### config.mk
export PLATFORM = sky130hd
export DESIGN_NAME = regfile_mp
export DESIGN_NICKNAME = d
export VERILOG_FILES = /design/src/rtl/regfile_mp.sv
export SDC_FILE = /design/constraint.sdc
export NUM_CORES = 2
export LEC_CHECK = 0
export CAP_MARGIN = 20
export CORE_ASPECT_RATIO = 0.5
export CORE_MARGIN = 4
export CORE_UTILIZATION = 35
export DETAILED_ROUTE_END_ITERATION = 10
export PLACE_DENSITY = 0.55
export REMOVE_ABC_BUFFERS = 1
export SLEW_MARGIN = 10
export SYNTH_ARGS = -nofsm -noshare
export SYNTH_HDL_FRONTEND = slang
export SYNTH_SLANG_ARGS = --single-unit
### constraint.sdc
create_clock -name clk -period 5.2 [get_ports clk]
set_clock_uncertainty 0.15 [all_clocks]
set_input_delay 1.04 -clock clk [delete_from_list [all_inputs] [get_ports clk]]
set_output_delay 1.04 -clock clk [all_outputs]
set_load 0.01 [all_outputs]
### src/rtl/regfile_mp.sv
// regfile_mp: multi-port integer register file with two prioritised write
// ports, a per-register pending-write scoreboard and a hardware zero-sweep
// that initialises or clears the array.
//
// Optional feature: define REGFILE_BYPASS_EN to forward same-cycle write data
// to the read ports and to hide pending bits that a same-cycle write is about
// to clear. When it is undefined, reads come from the array only.
//
// Handshake: there is no valid/ready pairing here. rdy is a global enable:
// when it is low nothing (array, pending bits, FSM, sweep counter) changes.
// A write or alloc is accepted on a posedge where rdy=1 and busy=0.
module regfile_mp #(
    parameter int XLEN = 32,
    parameter int NREG = 32,
    parameter int AW   = 5,
    parameter int NRD  = 2
) (
    input  logic                clk,
    input  logic                rst,
    input  logic                rdy,
    input  logic                clr_req,
    output logic                busy,
    input  logic                we0,
    input  logic [AW-1:0]       waddr0,
    input  logic [XLEN-1:0]     wdata0,
    input  logic                we1,
    input  logic [AW-1:0]       waddr1,
    input  logic [XLEN-1:0]     wdata1,
    input  logic                alloc_en,
    input  logic [AW-1:0]       alloc_addr,
    input  logic [NRD-1:0]      re,
    input  logic [NRD*AW-1:0]   raddr,
    output logic [NRD*XLEN-1:0] rdata,
    output logic [NRD-1:0]      pend,
    output logic                dbg_state,
    output logic [AW-1:0]       dbg_cnt
);

    typedef enum logic {
        SWEEP = 1'b0,
        IDLE  = 1'b1
    } state_t;

    state_t            state_q, state_d;
    logic [AW-1:0]     cnt_q, cnt_d;
    logic [XLEN-1:0]   mem [1:NREG-1];
    logic [NREG-1:0]   pend_q, pend_d;
    logic              ok0, ok1, oka;

    // Address 0 is hardwired zero; addresses past the array are ignored.
    function automatic logic addr_ok(input logic [AW-1:0] a);
        return (a != '0) && (int'(a) < NREG);
    endfunction

    assign ok0 = we0 && addr_ok(waddr0);
    assign ok1 = we1 && addr_ok(waddr1);
    assign oka = alloc_en && addr_ok(alloc_addr);

    assign busy      = (state_q == SWEEP);
    assign dbg_state = state_q;
    assign dbg_cnt   = cnt_q;

    // FSM state and sweep counter; reset restarts the sweep from x1.
    always_ff @(posedge clk or posedge rst) begin
        if (rst) begin
            state_q <= SWEEP;
            cnt_q   <= AW'(1);
        end else if (rdy) begin
            state_q <= state_d;
            cnt_q   <= cnt_d;
        end
    end

    // Next state: sweep walks x1..x(NREG-1), clr_req from IDLE restarts it.
    always_comb begin
        state_d = state_q;
        cnt_d   = cnt_q;
        case (state_q)
            SWEEP: begin
                if (int'(cnt_q) == NREG - 1) begin
                    state_d = IDLE;
                end else begin
                    cnt_d = cnt_q + AW'(1);
                end
            end
            IDLE: begin
                if (clr_req) begin
                    state_d = SWEEP;
                    cnt_d   = AW'(1);
                end
            end
            default: begin
                state_d = SWEEP;
                cnt_d   = AW'(1);
            end
        endcase
    end

    // Array storage: sweep zeroes one register per cycle, otherwise port 1
    // is written after port 0 so it wins on an address collision.
    always_ff @(posedge clk) begin
        if (rdy && !rst) begin
            if (state_q == SWEEP) begin
                mem[cnt_q] <= '0;
            end else begin
                if (ok0) mem[waddr0] <= wdata0;
                if (ok1) mem[waddr1] <= wdata1;
            end
        end
    end

    // Next pending bits: writes clear, alloc sets last so it wins a tie.
    always_comb begin
        pend_d = pend_q;
        if (state_q == SWEEP || clr_req) begin
            pend_d = '0;
        end else begin
            if (ok0) pend_d[waddr0] = 1'b0;
            if (ok1) pend_d[waddr1] = 1'b0;
            if (oka) pend_d[alloc_addr] = 1'b1;
        end
    end

    // Pending-write scoreboard register.
    always_ff @(posedge clk or posedge rst) begin
        if (rst) begin
            pend_q <= '0;
        end else if (rdy) begin
            pend_q <= pend_d;
        end
    end

    // Combinational read ports; zero during reset, sweep, or for x0/invalid.
    always_comb begin
        logic [AW-1:0] a;
        rdata = '0;
        pend  = '0;
        for (int k = 0; k < NRD; k++) begin
            a = raddr[k*AW +: AW];
            if (!rst && state_q == IDLE && re[k] && addr_ok(a)) begin
                rdata[k*XLEN +: XLEN] = mem[a];
                pend[k]               = pend_q[a];
`ifdef REGFILE_BYPASS_EN
                if (ok1 && waddr1 == a) begin
                    rdata[k*XLEN +: XLEN] = wdata1;
                end else if (ok0 && waddr0 == a) begin
                    rdata[k*XLEN +: XLEN] = wdata0;
                end
                if (((ok0 && waddr0 == a) || (ok1 && waddr1 == a)) &&
                    !(oka && alloc_addr == a)) begin
                    pend[k] = 1'b0;
                end
`endif
            end
        end
    end

endmodule

======== After elaboration in Yosys (flattened, before gate mapping) ========
Memory sizes are Yosys's and may differ from the RTL's.
Index checks and enable logic that the tools add are counted.
word-level totals
  logic and storage cells ................. 83
  memory bits (writable) .................. 992
  flip-flop bits (word level) ............. 38
  input port bits ......................... 98
  output and inout port bits .............. 73
  memories kept ........................... 1
cells by class
  multiplexer cells ....................... 40
  $add $sub $neg .......................... 1
  equal/unequal tests ..................... 3
  $lt $le $gt $ge ......................... 8
  bitwise logic cells ..................... 6
  reduce and logical (&&, ||, !) cells .... 21
memory list
  memory  depth  bits a word  rd ports  clocked after Yosys merged registers in  write ports  RTL line  RTL
  mem     31     32           2         0                                        2            46        logic [XLEN-1:0] mem [1:NREG-1];
operator list
  kind                                                                          number
  32-bit two-way mux                                                            9
  32-bit bitwise AND                                                            2
  32-bit inverter                                                               2
  32-bit OR                                                                     1
  32-bit OR reduction                                                           1
  5-bit by 6-bit less-than comparator with 1-bit output, second input constant  5
  5-bit nonzero test                                                            5
  1-bit two-way mux                                                             21
  1-bit demux with 5-bit select                                                 3
  5-bit by 1-bit >= comparator with 1-bit output, second input constant         3
  5-bit two-way mux                                                             3
  1-bit logical AND                                                             12
  1-bit binary-select mux with 5-bit select                                     2
  5-bit one-hot mux with 2 select lines                                         1
  5-bit by 1-bit adder with 5-bit output, second input constant                 1
  5-bit by 1-bit == test with 1-bit output, second input constant               1
  2-bit != test, second input constant                                          2
  3-bit AND reduction                                                           1
  1-bit one-hot mux with 2 select lines                                         1
  1-bit logical NOT                                                             1
  1-bit logical OR                                                              1
  1-bit inverter                                                                1

======== Logic depth before layout (Yosys ltp) ========
  depth after elaboration ................. 14
  depth in mapped cells ................... 8
  mapped depth without buffers ............ 7

======== Least setup slack after synthesis ========
OpenSTA, ideal clock, no wires.
  path kind ............................... input -> register
  from .................................... input rst
  to ...................................... memory mem[1][0], enable pin
  setup slack ............................. -240 ps
  data arrival time ....................... 4818 ps
  data required time ...................... 4578 ps
  stages on the path ...................... 4
  buffers on the path ..................... 0
  setup time .............................. 472 ps
  cell sequence ........................... inv_1 > and4_1 > nor2_1 > o32ai_1
RTL lines
  item         RTL line  RTL
  from (decl)  19        input logic rst,
  to (decl)    46

======== Worst setup path in the final report ========
  from .................................... input raddr[3]
  to ...................................... output rdata[18]
between the ends
  cells in the longest elaborated chain, start to end .. 3
  elaborated cells between the ends (all ways) .. 4
  those cells by class .................... 1 x mux; 2 x reduce/logical; 1 x memory
RTL lines
  item                                                        RTL line  RTL
  from (decl)                                                 32        input logic [NRD*AW-1:0] raddr,
  branches (longest 2 deep; another with memory 31 x 32 bit)  n/a
  32-bit two-way mux (*)                                      140       if (!rst && state_q == IDLE && re[k] && addr_ok(a)) begin
  to (decl)                                                   33        output logic [NRD*XLEN-1:0] rdata,
Mark *: on every way between the ends.

==> results.json <==
{
  "unrepaired_setup_endpoints_after_global_routing": "no",
  "power.static_leakage_nw": 21.4,
  "detailedPlacementHpwl_mm": 153,
  "cp.arrival_ns": 4.06,
  "r2r-end": "mem[2][23]$_DFFE_PP_",
  "post_synth.cell_area_avg_sq_um": 11.9,
  "via_count_of_the_first_global_routing_pass": 46300,
  "multi_input_comb_area_sq_um": 27400,
  "final_min_period_over_clock_period_pct": 101,
  "timing.slew.headroom_pct": 23.0,
  "cts_root_buffer": "clkbuf_16",
  "period_minus_slack_ns": 5.25,
  "globalplace.congestion": 0.906,
  "drive_above_1_share_pct": 23.6,
  "dpl_worst_slack_ns": -0.216,
  "drt-vias-per-instance": 6.43,
  "synthToLayoutAreaGrowth_pct": 14.9,
  "start_util_pct": 35.4,
  "combinationalPowerShare_pct": 15.3,
  "cp-end-kind": "output pin",
  "worst_setup_hold_path_clk_slew_ns": 0.07,
  "most_common_flop_cell_mapped_by_yosys": "edfxtp_1",
  "routed_wirelength_mm": 254,
  "worst_setup_path_startpoint": "raddr[3]",
  "initialDrtViolationCount": 7704,
  "globalRouteOverflowTotal": 0,
  "cellPowerDensity_nw_per_um2": 287,
  "avgRoutedWirePerCell_um": 33.9,
  "r2r.worst_path.cells": 8,
  "number_of_antenna_violations_at_the_first_check_in_global_routing": 14,
  "r2r_start": "dbg_state$_DFFE_PP0P_",
  "yosys_warnings": 0,
  "whs_path_depth": 1,
  "post-route-drc-count": 0,
  "tritoncts": "yes",
  "postSynthCellCount": 5112,
  "synthArstFlopShare_pct": 3.69,
  "timing.final.max_slew_violations": 0,
  "setup_viol": 5,
  "critPathRequiredTime_ns": 4.01,
  "maxCapViolations": 0,
  "synth_edf_count": 992,
  "ff_latch_area_sq_um": 30700,
  "yosysUniqueCellTypes": 78,
  "irDropWorstVdd_mv": 0.258,
  "worstSetupStartpointType": "input pin",
  "reg2reg_setup_slack_ns": 1.98,
  "maximum_number_of_pins_on_one_net_before_global_route_repair": 65,
  "numPortBuffers": 170,
  "final-hold-violation-count": 0,
  "cts_buffer_count": 105,
  "finalHoldWorstSlack_ns": 0.386,
  "clock-sinks": 1030,
  "clockBufferDepth": 3,
  "ys_seq_area_share_pct": 50.7,
  "path_max_fanout": 13,
  "global_route.usage.total_pct": 27.5,
  "htree_num_levels": 3,
  "timing.setup.critical_path_class": "in -> out",
  "synth_top_cell_area_share_pct": 49.2,
  "synth.ff_latch_count": 1030,
  "timing.fmax_mhz": 191,
  "worst-slew-pin-transition_ns": 1.15,
  "layout.nets": 5219,
  "mappedNetlistArea_sq_um": 60600,
  "endpoint_of_the_worst_setup_timing_path": "rdata[18]",
  "die_height_um": 302,
  "count_of_filler_cells_inserted_in_the_layout": 15900,
  "horizontal_die_dimension_um": 596,
  "drt_pass1_iterations": 8,
  "mostFrequentLayoutCell": "nand2_1",
  "design.portCount": 171,
  "yosys-top-cells-area": "edfxtp_1, mux4_2, o21ai_0, nand2_1, mux2_2",
  "grt_first_pass_wirelength_mm": 354,
  "share_clk_of_total_power_pct": 37.3,
  "hold_path_class": "reg -> reg",
  "outcome": "complete, but fails checks",
  "violations_in_the_final_reports": "negative setup slack",
  "via_count": 48200,
  "internal_power_w": 0.0145,
  "mostFrequentLayoutCells": "nand2_1, edfxtp_1, o21ai_0",
  "switchingPower_w": 0.00549,
  "sequentialPowerShare_pct": 47.4,
  "power.switching_fraction_pct": 27.5,
  "yosys.area.top_type": "edfxtp_1",
  "buffers_inserted_by_post_cts_timing_repair": 0,
  "drt.antenna.violating_nets": 0,
  "clock_latency_ns": 0.76,
  "setup_slack_ns": -0.0464,
  "std_cell_rows": 107,
  "die-area_sq_um": 180000,
  "core_area_sq_um": 171000
}
[timing repair]
action | 4_1_cts | 5_1_grt
endpoints found under the setup margin | 2 | 1
hold buffers | 0 | 0
gates resized for setup | 2 | 1
[per-layer routing]
metal	track usage (%)	up-vias	share of wire [%]
met2	43.3	3718	45
met3	6.78	734	13
met5	0	-	0.022
met1	36.1	24100	36
li1	-	19600	-
met4	12.8	8	5.4
[worst max-delay path, stage by stage]
cell	delay, ns
clkdlybuf4s50_1	0.65
nand3b_1	0.55
buf_4	0.47
o22ai_1	0.16
nor4_1	0.51
clkdlybuf4s50_1	0.65
[registers in the layout, summed over array words and instances, names as in the netlist]
signal	cells
dbg_cnt	5
dbg_state	1
mem	992
pend_q	32
[metrics by stage]
| stage | total power [W] | cell area [sq um] | setup TNS (ns) | util, % | cells |
|---|---|---|---|---|---|
| global route | 0.0204 | 69600 | 0 | 40.7 | 7487 |
| global placement | 0.0125 | 66200 | -0.335 | 38.7 | 7292 |
| finish | 0.0200 | 69600 | -0.180 | 40.7 | 7498 |
| CTS | 0.0199 | 69500 | 0 | 40.6 | 7480 |
| floorplan | 0.0109 | 57600 | -609.53 | - | 4504 |
| detailed placement | 0.0126 | 66300 | -0.329 | 38.7 | 7295 |
[synth_stat cells (all sizes together) (2+ instances only)]
cell	n
a22o	19
nand2	1018
o22ai	162
a32oi	6
nor4bb	2
nor3b	9
nor2b	15
nor3	28
mux2	153
ha	2
or3	3
o21a	3
mux4	462
nor2	79
nand4b	6
or4	2
nor4	75
a211oi	154
inv	42
dfrtp	37
nand2b	13
a31oi	6
nand3b	18
o2bb2ai	11
and4	5
o21bai	11
edfxtp	992
a21oi	11
o32ai	2
or3b	7
buf	247
or2	13
nand4	3
a22oi	8
mux2i	69
o221a	4
nand3	39
a21o	2
clkbuf	361
o21ai	996
[worst min path at each step]
| stage | startpoint | to |
|---|---|---|
| 4_1_cts | pend_q[15]$_DFFE_PP0P_ | pend_q[15]$_DFFE_PP0P_ |
| 3_3_place_gp | pend_q[23]$_DFFE_PP0P_ | pend_q[23]$_DFFE_PP0P_ |
| 2_1_floorplan | pend_q[0]$_DFFE_PP0P_ | pend_q[0]$_DFFE_PP0P_ |
| 6_report | pend_q[15]$_DFFE_PP0P_ | pend_q[15]$_DFFE_PP0P_ |
| 5_1_grt | pend_q[23]$_DFFE_PP0P_ | pend_q[23]$_DFFE_PP0P_ |
| 3_5_place_dp | pend_q[14]$_DFFE_PP0P_ | pend_q[14]$_DFFE_PP0P_ |
[logic make-up (layout without fill, tap and decap cells)]
family / Yosys count / in the layout / share of synthesized area, %
compound gates: 1403 / 1403 / 13.2
fa+ha+maj: 2 / 2 / 0.0413
buf+inv: 650 / 735 / 5.18
flops: 1030 / 1030 / 50.7
mux: 684 / 684 / 21.2
other cells: 0 / 12 / 0
simple gates: 1343 / 1343 / 9.66
[final cells by class]
| type | count | area share (%) |
|---|---|---|
| Sequential cell | 1030 | 44.2 |
| Multi-Input combinational cell | 3432 | 39.3 |
| Timing Repair Buffer | 508 | 7.50 |
| Tap cell | 2289 | 4.12 |
| Clock buffer | 131 | 3.96 |
| Clock inverter | 54 | 0.646 |
| Inverter | 42 | 0.227 |
| Antenna cell | 12 | 0.0432 |
[power by group through the flow]
| stage | Sequential, W | Combinational (W) | Clock [W] |
|---|---|---|---|
| 2_1_floorplan | 0.00961 | 0.00127 | 0 |
| 3_3_place_gp | 0.00962 | 0.00293 | 0 |
| 3_5_place_dp | 0.00963 | 0.00297 | 0 |
| 4_1_cts | 0.00946 | 0.00298 | 0.00746 |
| 5_1_grt | 0.00948 | 0.00315 | 0.00780 |
| 6_report | 0.00946 | 0.00305 | 0.00745 |
No activity file was read; power rests on OpenSTA's default activity.
